## src/rtl/cpu_pkg.sv

```systemverilog
// Shared definitions for the multi-cycle CPU front end.
// Contents: base opcode constants, the reset NOP word, the fetch-state enum,
// instruction field bit positions and an I-type immediate helper.
package cpu_pkg;

  localparam logic [6:0] OP_IMM = 7'b0010011;
  localparam logic [6:0] OP     = 7'b0110011;
  localparam logic [6:0] LOAD   = 7'b0000011;
  localparam logic [6:0] STORE  = 7'b0100011;
  localparam logic [6:0] BRANCH = 7'b1100011;
  localparam logic [6:0] JAL    = 7'b1101111;

  // addi x0, x0, 0
  localparam logic [31:0] NOP_INSN = 32'h0000_0013;

  typedef enum logic [1:0] {
    StIdle,
    StFetch,
    StFull
  } fetch_state_e;

  localparam int unsigned OpcodeLsb = 0;
  localparam int unsigned OpcodeW   = 7;
  localparam int unsigned RdLsb     = 7;
  localparam int unsigned RegW      = 5;
  localparam int unsigned Funct3Lsb = 12;
  localparam int unsigned Funct3W   = 3;
  localparam int unsigned Rs1Lsb    = 15;
  localparam int unsigned Rs2Lsb    = 20;
  localparam int unsigned Funct7Lsb = 25;
  localparam int unsigned Funct7W   = 7;
  localparam int unsigned ImmILsb   = 20;
  localparam int unsigned ImmIW     = 12;

  function automatic logic [31:0] sext_i_imm(input logic [31:0] insn);
    return {{(32 - ImmIW){insn[31]}}, insn[ImmILsb +: ImmIW]};
  endfunction

endpackage

```

## src/rtl/ir_decode.sv

```systemverilog
// Pure combinational field extraction from an instruction word.
// Ports:
//   ir_i      instruction word
//   opcode_o  [6:0], rd_o [11:7], funct3_o [14:12], rs1_o [19:15],
//   rs2_o     [24:20], funct7_o [31:25]
//   imm_o     sign-extended I-type immediate
module ir_decode
  import cpu_pkg::*;
(
  input  logic [31:0] ir_i,
  output logic [6:0]  opcode_o,
  output logic [4:0]  rd_o,
  output logic [2:0]  funct3_o,
  output logic [4:0]  rs1_o,
  output logic [4:0]  rs2_o,
  output logic [6:0]  funct7_o,
  output logic [31:0] imm_o
);

  assign opcode_o = ir_i[OpcodeLsb +: OpcodeW];
  assign rd_o     = ir_i[RdLsb +: RegW];
  assign funct3_o = ir_i[Funct3Lsb +: Funct3W];
  assign rs1_o    = ir_i[Rs1Lsb +: RegW];
  assign rs2_o    = ir_i[Rs2Lsb +: RegW];
  assign funct7_o = ir_i[Funct7Lsb +: Funct7W];
  assign imm_o    = sext_i_imm(ir_i);

endmodule

```

## src/rtl/if_unit.sv

```systemverilog
// Instruction-fetch stage: owns the PC, prefetches the word at PC into a
// one-entry buffer over a ready-handshaked memory port, loads IR on IR_Write
// and advances PC by 4 on PC_Write.
// Ports:
//   clk, rst              clock, asynchronous active-high reset
//   PC_Write, IR_Write    control-unit strobes
//   imem_req/addr         request held until imem_ready
//   imem_rdata/ready      response, data valid only with ready
//   PC, IR_PC, IR         next-load address, address of IR, instruction
//   opcode..imm           decoded fields of IR
//   ir_valid, ir_stall    IR holds a fetched word; IR_Write waiting on memory
module if_unit
  import cpu_pkg::*;
#(
  parameter logic [31:0] RESET_PC = 32'h0000_0000,
  parameter logic [31:0] NOP_INSN = cpu_pkg::NOP_INSN
) (
  input  logic        clk,
  input  logic        rst,
  input  logic        PC_Write,
  input  logic        IR_Write,
  output logic        imem_req,
  output logic [31:0] imem_addr,
  input  logic [31:0] imem_rdata,
  input  logic        imem_ready,
  output logic [31:0] PC,
  output logic [31:0] IR_PC,
  output logic [31:0] IR,
  output logic [6:0]  opcode,
  output logic [4:0]  rd,
  output logic [2:0]  funct3,
  output logic [4:0]  rs1,
  output logic [4:0]  rs2,
  output logic [6:0]  funct7,
  output logic [31:0] imm,
  output logic        ir_valid,
  output logic        ir_stall
);

  fetch_state_e state_q, state_d;
  logic [31:0]  pc_q, pc_d;
  logic [31:0]  req_addr_q, req_addr_d;
  logic [31:0]  buf_q, buf_d;
  logic [31:0]  ir_q, ir_d;
  logic [31:0]  ir_pc_q, ir_pc_d;
  logic         ir_valid_q, ir_valid_d;
  logic         pend_q, pend_d;   // IR_Write accepted, waiting for memory
  logic         stale_q, stale_d; // outstanding response belongs to an old PC
  logic         pend_now;

  always_comb begin
    state_d    = state_q;
    pc_d       = pc_q;
    req_addr_d = req_addr_q;
    buf_d      = buf_q;
    ir_d       = ir_q;
    ir_pc_d    = ir_pc_q;
    ir_valid_d = ir_valid_q;
    pend_d     = pend_q;
    stale_d    = stale_q;
    pend_now   = pend_q | IR_Write;

    if (PC_Write) begin
      pc_d = pc_q + 32'd4;
    end

    unique case (state_q)
      StIdle: begin
        state_d    = StFetch;
        req_addr_d = pc_d;
        pend_d     = pend_now;
      end
      StFetch: begin
        pend_d  = pend_now;
        stale_d = stale_q | PC_Write;
        if (imem_ready) begin
          stale_d = 1'b0;
          if (stale_q) begin
            // Drop the response and reissue at the current PC right away.
            req_addr_d = pc_d;
          end else begin
            if (pend_now) begin
              ir_d       = imem_rdata;
              ir_pc_d    = req_addr_q;
              ir_valid_d = 1'b1;
              pend_d     = 1'b0;
            end
            if (PC_Write) begin
              // Word belongs to the PC just left behind; fetch the new one.
              req_addr_d = pc_d;
            end else begin
              state_d = StFull;
              buf_d   = imem_rdata;
            end
          end
        end
      end
      StFull: begin
        if (IR_Write) begin
          ir_d       = buf_q;
          ir_pc_d    = pc_q;
          ir_valid_d = 1'b1;
        end
        if (PC_Write) begin
          state_d    = StFetch;
          req_addr_d = pc_d;
        end
      end
      default: state_d = StIdle;
    endcase
  end

  always_ff @(posedge clk or posedge rst) begin
    if (rst) begin
      state_q    <= StIdle;
      pc_q       <= RESET_PC;
      req_addr_q <= RESET_PC;
      buf_q      <= NOP_INSN;
      ir_q       <= NOP_INSN;
      ir_pc_q    <= RESET_PC;
      ir_valid_q <= 1'b0;
      pend_q     <= 1'b0;
      stale_q    <= 1'b0;
    end else begin
      state_q    <= state_d;
      pc_q       <= pc_d;
      req_addr_q <= req_addr_d;
      buf_q      <= buf_d;
      ir_q       <= ir_d;
      ir_pc_q    <= ir_pc_d;
      ir_valid_q <= ir_valid_d;
      pend_q     <= pend_d;
      stale_q    <= stale_d;
    end
  end

  assign imem_req  = (state_q == StFetch);
  assign imem_addr = req_addr_q;
  assign PC        = pc_q;
  assign IR_PC     = ir_pc_q;
  assign IR        = ir_q;
  assign ir_valid  = ir_valid_q;
  // Any IR_Write outside FULL has to wait for the memory.
  assign ir_stall  = pend_q | (IR_Write & (state_q != StFull));

  ir_decode u_ir_decode (
    .ir_i     (ir_q),
    .opcode_o (opcode),
    .rd_o     (rd),
    .funct3_o (funct3),
    .rs1_o    (rs1),
    .rs2_o    (rs2),
    .funct7_o (funct7),
    .imm_o    (imm)
  );

endmodule

```

## config.mk

```make
export PLATFORM = sky130hd
export DESIGN_NAME = if_unit
export DESIGN_NICKNAME = d
export VERILOG_FILES = /design/src/rtl/cpu_pkg.sv /design/src/rtl/ir_decode.sv /design/src/rtl/if_unit.sv
export SDC_FILE = /design/constraint.sdc
export NUM_CORES = 1
export LEC_CHECK = 0
export CAP_MARGIN = 40
export CORE_UTILIZATION = 48
export DETAILED_ROUTE_END_ITERATION = 7
export PLACE_DENSITY_LB_ADDON = 0.08
export SLEW_MARGIN = 30
export SYNTH_ARGS = -nofsm -noshare
export SYNTH_HDL_FRONTEND = slang
export SYNTH_SLANG_ARGS = --single-unit
```

## constraint.sdc

```tcl
create_clock -name clk -period 7.9 [get_ports clk]
set_input_delay 1.975 -clock clk [delete_from_list [all_inputs] [get_ports clk]]
set_output_delay 1.975 -clock clk [all_outputs]
set_load 0.1 [all_outputs]
```

==> metrics.cfg <==
[grt]
grt_use_met3_pct = 5.62
overflow = 0
grt_use_met1_pct = 36.3
grt_pass1_vias = 7480
grt_start_max_net_pins = 115
antenna_found_initial = 1
grt_pass1_wl_um = 40200
grt_use_total_pct = 31.4
grt_use_met2_pct = 56.5
grt_busiest_layer = met2

[cts]
postCtsSetupRepairBufs = 0
clockRootBuffer = clkbuf_16
cts_buffers = 17
cts_tree = yes
cts.repair.resized = 0
clk_latency_ns = 0.42
clock_path_buffers = 2
hold_buffers = 0
h-tree-depth = 4
path_clk_slew_ns = 0.06
cts_sinks = 163

[detailed_routing]
finalWirelength_um = 26200
dr.pass1.iters = 5
remaining_drc_errors = 0
wire_per_inst_um = 20.1
vias = 7085
detail-route-antenna-nets = 0
via_per_inst = 5.42
drtIter0Drc = 428

[placed_design]
hpwl_um = 18600
placed_area_um2 = 13200
port_buffers = 229
place_congestion = 0.796

[timing]
slew_violations = 0
fin_crit_sh_pct = 68.0
skew_ns = 0.00804
setup_viol = 0
rsz0062_at_grt = no
fmax_mhz = 186
worstMarginPinSlew_ns = 0.731
hold_violations = 0
max-slew-margin-rel_pct = 51.3
finalSetupTns_ns = 0
min_period_ns = 5.37

[status]
status = finished, final reports clean

[synth]
synth_area_um2 = 7960
synthArstFlopShare_pct = 100
ys_seq_elements = 163
yosysUniqueCellTypes = 62
ys.flop_type = dfrtp_1
synth_area_leaders = dfrtp_1 (49%), mux2i_1 (8.0%), buf_4 (6.4%)
synthCells = 728
ys_warn_count = 0
yosysTopAreaCell = dfrtp_1
synth_edf_count = 0
synth_top_area_share_pct = 49.4
syn_area_per_cell_um2 = 10.9
yosysSeqAreaShare_pct = 51.3

[floorplan]
ios = 232
die_area_um2 = 17100
chipHeight_um = 131
initial_utilization_pct = 49.6
die_w_um = 131
coreArea_um2 = 16100
row_count = 46

[worst_setup_path]
cp-startpoint = IR_Write
r2r_slack_ns = 4.91
path_max_fanout = 4
r2r-start = state_q[1]$_DFFE_PP0P_
start_kind = input port
critPathRequiredTime_ns = 5.93
r2r_end = IR[11]$_DFFE_PP0P_
critPathArrivalTime_ns = 3.40
timing.critical_path.to = ir_stall
ff2ff_path_depth = 8
worstSetupEndpointType = output port
path_class = in2out

[layout]
design_area_um2 = 13800
final_common_cell = clkdlybuf4s50_1
drive_gt1_share_pct = 27.4
layout.nets = 1121
multi_input_area_um2 = 3210
nFillCells = 742
ff_latch_area_um2 = 4090
layout_common_cells = clkdlybuf4s50_1 (229), buf_8 (170), dfrtp_1 (157)
syn2layout_area_growth_pct = 73.8

[hold_path]
hold_class = reg2reg
hold_start = ir_valid$_DFFE_PP0P_

[run]
cap_violations = 0

==> worst min path at each step <==
stage,end,slack (ns),depth (start not counted)
global route,ir_valid$_DFFE_PP0P_,0.51,1
floorplan,buf_q[13]$_DFFE_PP0P_,0.46,1
detailed placement,ir_valid$_DFFE_PP0P_,0.46,1
finish,ir_valid$_DFFE_PP0P_,0.47,1
CTS,ir_valid$_DFFE_PP0P_,0.48,1
global placement,ir_valid$_DFFE_PP0P_,0.45,1
==> layer usage <==
layer	part of all wire [%]	wire length, µm	vias up
li1	-	-	3178
met5	0	0	-
met3	5.1	1350	69
met2	53	14000	326
met4	3.2	834	0
met1	38	10100	3512
==> stage by stage <==
stage / cells / hold WS (ns) / util (%) / setup WS, ns
after floorplan: 729 / 0.458 / - / 1.53
after global routing: 1308 / 0.511 / 86.2 / 2.50
final: 1308 / 0.474 / 86.2 / 2.53
after detailed placement: 1272 / 0.462 / 82.0 / 2.54
after CTS: 1304 / 0.478 / 85.8 / 2.54
after global placement: 1078 / 0.453 / 62.0 / 2.17
==> synth_stat cells (3+ instances only) <==
master	count
o21a_1	4
buf_2	15
xnor2_2	5
nand4_1	11
clkbuf_1	14
o22a_1	3
xor2_1	7
nor2_1	90
and2_1	6
nand3b_1	4
nand2_1	25
buf_4	68
mux2_2	32
o221a_1	12
dfstp_2	6
dfrtp_1	157
a22o_1	7
and3_1	5
buf_1	6
o22ai_1	3
inv_1	10
xnor2_1	17
o21ai_0	13
nand3_1	12
ha_1	6
nor3_1	3
nand4_2	3
nand2b_1	3
mux2i_1	64
a21oi_1	78
==> state kept, by name, summed over array words and instances, names as in the netlist <==
name       count
state_q        2
buf_q         32
PC            30
ir_valid       1
pend_q         1
IR            32
IR_PC         32
stale_q        1
imem_addr     32
==> kinds of logic (layout without fill, tap and decap cells) <==
group | count (synthesis) | in the layout | synth area share, %
buf+inv | 114 | 476 | 8.82
fa+ha+maj | 6 | 6 | 0.943
mux | 97 | 97 | 12.7
compound gates | 138 | 138 | 11.1
flops | 163 | 163 | 51.3
xor+xnor | 29 | 29 | 3.66
other cells | 1 | 3 | 0.0471
simple gates | 180 | 180 | 11.4
==> cell type report <==
class / count / share of cell area, %
timing repair buffer: 433 / 40.6
sequential: 163 / 29.5
multi-input combinational: 452 / 23.2
clock buffer: 17 / 3.07
tap: 216 / 1.95
clock inverter: 15 / 1.31
inverter: 11 / 0.353
antenna: 1 / 0.0181
==> critical path, stage by stage <==
cell,delay [ns]
clkdlybuf4s50_1,0.52
a21o_1,0.16
clkdlybuf4s50_1,0.52
buf_8,0.21
Power is left out: the tool's default activity adds up to more than one toggle a clock period on the data nets, which glitch-free logic cannot reach.
